--- src/rtl/fetch_unit_if.sv ---
// rtl/fetch_unit_if.sv - fetch stage bus: memory port, redirect, decode handshake (FETCH_PERF_EN adds counters)
interface fetch_unit_if #(
  parameter int ADDR_WIDTH = 10,
  parameter int DATA_WIDTH = 32
);
  logic [ADDR_WIDTH-1:0] imem_addr;
  logic [DATA_WIDTH-1:0] imem_data;
  logic                  redirect;
  logic [ADDR_WIDTH-1:0] redirect_pc;
  logic                  out_ready;
  logic                  out_valid;
  logic [DATA_WIDTH-1:0] instr;
  logic [ADDR_WIDTH-1:0] pc;
  logic [ADDR_WIDTH-1:0] pc_plus1;
`ifdef FETCH_PERF_EN
  logic [31:0]           perf_fetched;
  logic [31:0]           perf_stall;

  modport master (
    output imem_addr, input imem_data,
    input redirect, input redirect_pc, input out_ready,
    output out_valid, output instr, output pc, output pc_plus1,
    output perf_fetched, output perf_stall
  );
  modport slave (
    input imem_addr, output imem_data,
    output redirect, output redirect_pc, output out_ready,
    input out_valid, input instr, input pc, input pc_plus1,
    input perf_fetched, input perf_stall
  );
`else
  modport master (
    output imem_addr, input imem_data,
    input redirect, input redirect_pc, input out_ready,
    output out_valid, output instr, output pc, output pc_plus1
  );
  modport slave (
    input imem_addr, output imem_data,
    output redirect, output redirect_pc, output out_ready,
    input out_valid, input instr, input pc, input pc_plus1
  );
`endif
endinterface

--- src/rtl/fetch_unit.sv ---
// rtl/fetch_unit.sv - instruction fetch stage: PC, stall hold, redirect squash; FETCH_PERF_EN adds perf counters
module fetch_unit #(
  parameter int                    ADDR_WIDTH = 10,
  parameter int                    DATA_WIDTH = 32,
  parameter logic [ADDR_WIDTH-1:0] RESET_PC   = '0
) (
  input  logic         clk,
  input  logic         rst,
  fetch_unit_if.master bus
);
  typedef enum logic {FILL, RUN} state_t;

  localparam logic [ADDR_WIDTH-1:0] PC_ONE = 1;

  state_t                state;
  logic [ADDR_WIDTH-1:0] pc_q;
  logic [ADDR_WIDTH-1:0] pc_next;
  logic                  valid;

  // A redirect squashes whatever is presented this cycle: it is wrong-path.
  always_comb begin
    valid = (state == RUN) && !bus.redirect && !rst;
  end

  // Holding the PC on a stall makes the memory re-read the same word.
  always_comb begin
    pc_next = pc_q + PC_ONE;
    if (rst)
      pc_next = RESET_PC;
    else if (bus.redirect)
      pc_next = bus.redirect_pc;
    else if (state == FILL)
      pc_next = pc_q;
    else if (valid && !bus.out_ready)
      pc_next = pc_q;
  end

  always_ff @(posedge clk) begin
    if (rst) begin
      state <= FILL;
      pc_q  <= RESET_PC;
    end else begin
      state <= RUN;
      pc_q  <= pc_next;
    end
  end

  assign bus.imem_addr = pc_next;
  assign bus.out_valid = valid;
  assign bus.instr     = valid ? bus.imem_data : '0;
  assign bus.pc        = pc_q;
  assign bus.pc_plus1  = pc_q + PC_ONE;

`ifdef FETCH_PERF_EN
  logic [31:0] fetched_q;
  logic [31:0] stall_q;

  always_ff @(posedge clk) begin
    if (rst) begin
      fetched_q <= '0;
      stall_q   <= '0;
    end else begin
      if (valid && bus.out_ready && fetched_q != 32'hFFFF_FFFF)
        fetched_q <= fetched_q + 32'd1;
      if (valid && !bus.out_ready && stall_q != 32'hFFFF_FFFF)
        stall_q <= stall_q + 32'd1;
    end
  end

  assign bus.perf_fetched = fetched_q;
  assign bus.perf_stall   = stall_q;
`endif
endmodule

--- src/flat_wrapper.sv ---
// flat-port wrapper written by rule: the top's interface ports become plain ports
module fetch_unit_flat 
#(
  parameter int                    ADDR_WIDTH = 10,
  parameter int                    DATA_WIDTH = 32,
  parameter logic [ADDR_WIDTH-1:0] RESET_PC   = '0
)
  (clk, rst, bus_imem_addr, bus_imem_data, bus_redirect, bus_redirect_pc, bus_out_ready, bus_out_valid, bus_instr, bus_pc, bus_pc_plus1);
  fetch_unit_if #(.ADDR_WIDTH(ADDR_WIDTH), .DATA_WIDTH(DATA_WIDTH)) bus_i ();
  input  logic clk;
  input  logic rst;
  output wire logic [$bits(bus_i.imem_addr)-1:0] bus_imem_addr;
  input wire logic [$bits(bus_i.imem_data)-1:0] bus_imem_data;
  input wire logic [$bits(bus_i.redirect)-1:0] bus_redirect;
  input wire logic [$bits(bus_i.redirect_pc)-1:0] bus_redirect_pc;
  input wire logic [$bits(bus_i.out_ready)-1:0] bus_out_ready;
  output wire logic [$bits(bus_i.out_valid)-1:0] bus_out_valid;
  output wire logic [$bits(bus_i.instr)-1:0] bus_instr;
  output wire logic [$bits(bus_i.pc)-1:0] bus_pc;
  output wire logic [$bits(bus_i.pc_plus1)-1:0] bus_pc_plus1;
  assign bus_imem_addr = bus_i.imem_addr;
  assign bus_i.imem_data = bus_imem_data;
  assign bus_i.redirect = bus_redirect;
  assign bus_i.redirect_pc = bus_redirect_pc;
  assign bus_i.out_ready = bus_out_ready;
  assign bus_out_valid = bus_i.out_valid;
  assign bus_instr = bus_i.instr;
  assign bus_pc = bus_i.pc;
  assign bus_pc_plus1 = bus_i.pc_plus1;
  fetch_unit #(.ADDR_WIDTH(ADDR_WIDTH), .DATA_WIDTH(DATA_WIDTH), .RESET_PC(RESET_PC)) u_core (.clk(clk), .rst(rst), .bus(bus_i));
endmodule
--- config.mk ---
export PLATFORM = sky130hd
export DESIGN_NAME = fetch_unit_flat
export DESIGN_NICKNAME = d
export VERILOG_FILES = /design/src/rtl/fetch_unit_if.sv /design/src/rtl/fetch_unit.sv /design/src/flat_wrapper.sv
export SDC_FILE = /design/constraint.sdc
export NUM_CORES = 1
export LEC_CHECK = 0
export CORE_MARGIN = 1
export CORE_UTILIZATION = 30
export DETAILED_ROUTE_END_ITERATION = 16
export PLACE_DENSITY = 0.83
export REMOVE_ABC_BUFFERS = 1
export SYNTH_ARGS = -nofsm -noshare
export SYNTH_HDL_FRONTEND = slang
export SYNTH_SLANG_ARGS = --single-unit
--- constraint.sdc ---
create_clock -name clk -period 5.65 [get_ports clk]
set_clock_uncertainty 0.15 [all_clocks]
set_input_delay 1.13 -clock clk [delete_from_list [all_inputs] [get_ports clk]]
set_output_delay 1.13 -clock clk [all_outputs]
set_load 0.02 [all_outputs]
==> impl_metrics.toml <==
[global_routing]
grt_overflow_total = 0
grt_use_total_pct = 20.1
grt_pass1_wl_um = 5510
first_global_vias = 1163
grt_max_degree = 37
antenna_found_initial = 0

[power_and_ir_drop]
power_density_nw_per_um2 = 135
p_leak_nw = 0.885
total_power_uw = 292
power.internal_uw = 190
power_switching_uw = 103
clock_power_share_pct = 18.7
seq_power_share_pct = 32.4
ir_drop_mv = 0.0991
combPwrFrac_pct = 48.9
sw_frac_of_total_pct = 35.1

[sta]
setup_viol = 0
setup_tns_ns = 0
maxSlewViolCount = 0
rsz0062_at_grt = "no"
tightest_slew_ns = 0.848
slew-limit-headroom_pct = 43.4
max_clock_freq_mhz = 209
timing.final.crit_period_ns = 4.80
min_period_over_period_pct = 84.9
finalHoldViolations = 0

[worst_setup_path]
worstSetupPathType = "primary input to primary output"
cp_num_buf_inv = 3
cp-start-kind = "primary input"
endpoint_kind = "primary output"
cpPeakStageDelay_ns = 0.65
cp_common_cell = "clkdlybuf4s50_1"
cp.arrival_ns = 3.52
crit_fanout = 13
path_cells = "clkdlybuf4s50_1, o31ai_1, buf_4, or4_4, a311oi_1, clkdlybuf4s50_1"
cpMaxStageDelayCell = "clkdlybuf4s50_1"
crit_required_ns = 4.37
critical_path.top_delay_family = "buffers and inverters"

[clocking]
cts_setup_buffers = 0
cts_tree = "done"
clkTransAtPathRegs_ns = 0.07
cts.sinks = 11
cts_buffers = 3
cts-root-buf = "clkbuf_4"
cts_max_path_buffers = 2
htree_levels = 1
cts_hold_buf = 0
insertion_delay_ns = 0.26
cts_resized = 0

[synth]
postSynthAreaPerCell_um2 = 7.41
synth_cell_types = 32
synth-seq-cells = 11
synth_edf_count = 0
async_flop_share_pct = 0
synth_area_leader_cell = "dfxtp_1"
yosysWarnings = 0
yosys-top-cells-area = "dfxtp_1 (21%), and3_1 (19%), a311oi_1 (10%)"
ys_seq_area_share_pct = 21.4
yosys.area.top_type_share_pct = 21.4
synthCells = 139
syn_area_um2 = 1030
ys.flop_type = "dfxtp_1"

[die]
dieArea_um2 = 3670
chipWidth_um = 60.6
die_h_um = 60.6
rows = 20
io_pins = 109
start_util_pct = 32.7
coreArea_um2 = 3150

[detailed_routing]
wirelength_um = 4150
route.detailed.drc = 0
routedWlPerCell_um = 14.6
via_per_inst = 5.21
ant_nets = 0
dr_total_vias = 1479
first_pass_iters = 6
dr.first_iter.drc_count = 55

[finish]
multi_input_area_um2 = 738
n_antenna_cell = 0
n_fill_cell = 270
syn_to_final_growth_pct = 110
nets = 288
drive_gt1_share_pct = 3.75
stdcell_area_um2 = 2160
seq_area_um2 = 220

[place]
portBuffers = 108
globalplace.congestion = 0.783
place_area_um2 = 2130
place_hpwl_um = 3230

[job]
drv_cap = 0

[status]
status = "completed"

[hold_path]
hold_class = "register to register"
cell type report:
cell class,count,area share [%]
Clock buffer,4,1.22
Tap cell,44,2.55
Inverter,4,0.696
Timing Repair Buffer,111,51.1
Sequential cell,11,10.2
Multi-Input combinational cell,110,34.2
cells in the mapped netlist, types with 3 or more instances:
cell and n:
a211oi_1 3, a311oi_1 12, and3_1 32, clkbuf_1 10, dfxtp_1 11, inv_1 4, nand2_1 5, nand3_1 5
nor2_1 13, o31ai_1 5, or3_1 4, or4_1 4, xnor2_1 3, xor2_1 5
metal layers:
layer | GRT usage (%) | part of all wire, % | up-vias | wire length [µm]
met1 | 21.7 | 40 | 671 | 1660
li1 | - | - | 738 | -
met3 | 6.18 | 11 | 6 | 472
met4 | 6.49 | 1.7 | 0 | 69
met5 | 0 | 0 | - | 0
met2 | 37.2 | 47 | 64 | 1950
cells by family (layout without fill, tap and decap cells):
kind of cell / after synthesis / count (layout) / share of synthesized area [%]
compound gates: 27 / 27 / 21.0
mux: 1 / 1 / 0.972
fa+ha+maj: 1 / 1 / 1.21
flops: 11 / 11 / 21.4
simple gates: 73 / 73 / 41.7
xor+xnor: 8 / 8 / 6.80
buf+inv: 18 / 119 / 6.93
per-stage QoR:
step | hold slack, ns | utilization (%) | instances | worst slack (ns)
after global routing | 0.488 | 68.5 | 284 | 0.695
after CTS | 0.459 | 68.5 | 284 | 0.839
final | 0.456 | 68.5 | 284 | 0.854
after detailed placement | 0.445 | 67.6 | 280 | 0.863
after floorplan | 0.481 | - | 125 | 1.66
after global placement | 0.435 | 67.6 | 280 | 0.900
flip-flops by register name, indices dropped and copies added, names as in the netlist:
name           cells
u_core.state       1
u_core.bus.pc     10
final timing paths:
| check | startpoint | endpoint | slack [ns] | cells past startpoint |
|---|---|---|---|---|
| max | bus_redirect | bus_imem_addr[8] | 0.85 | 6 |
| min | u_core.bus.pc[8] | u_core.bus.pc[8] | 0.46 | 2 |
| max reg2reg | u_core.state | u_core.bus.pc[5] | 3.42 | 4 |
| min reg2reg | u_core.bus.pc[8] | u_core.bus.pc[8] | 0.46 | 2 |
power groups by stage:
stage          Clock [mW]  Combinational (mW)  Sequential (mW)
2_1_floorplan           0              0.0528            0.100
3_3_place_gp            0               0.142           0.0964
3_5_place_dp            0               0.143           0.0963
4_1_cts            0.0562               0.144           0.0946
5_1_grt            0.0580               0.152           0.0963
6_report           0.0545               0.143           0.0947
worst min-delay path, stage by stage (launching register included):
cell	delay (ns)
dfxtp_1	0.36
o31ai_1	0.10
a311oi_1	0.09
layout by cell type, fill, tap and decap left out, types with 2 or more instances in the layout:
cell type / n
inv_1: 4
xnor2_1: 3
o221ai_1: 2
buf_4: 3
clkdlybuf4s50_1: 108
and2_1: 2
nor2_1: 13
clkbuf_4: 3
o21ai_0: 2
or4_1: 4
and3_1: 32
a311oi_1: 12
xor2_1: 5
nor4_1: 2
or3_1: 4
o31ai_1: 5
nand2_1: 5
dfxtp_1: 11
nand3_1: 5
a211oi_1: 3
Power figures use the tool's default switching activity.
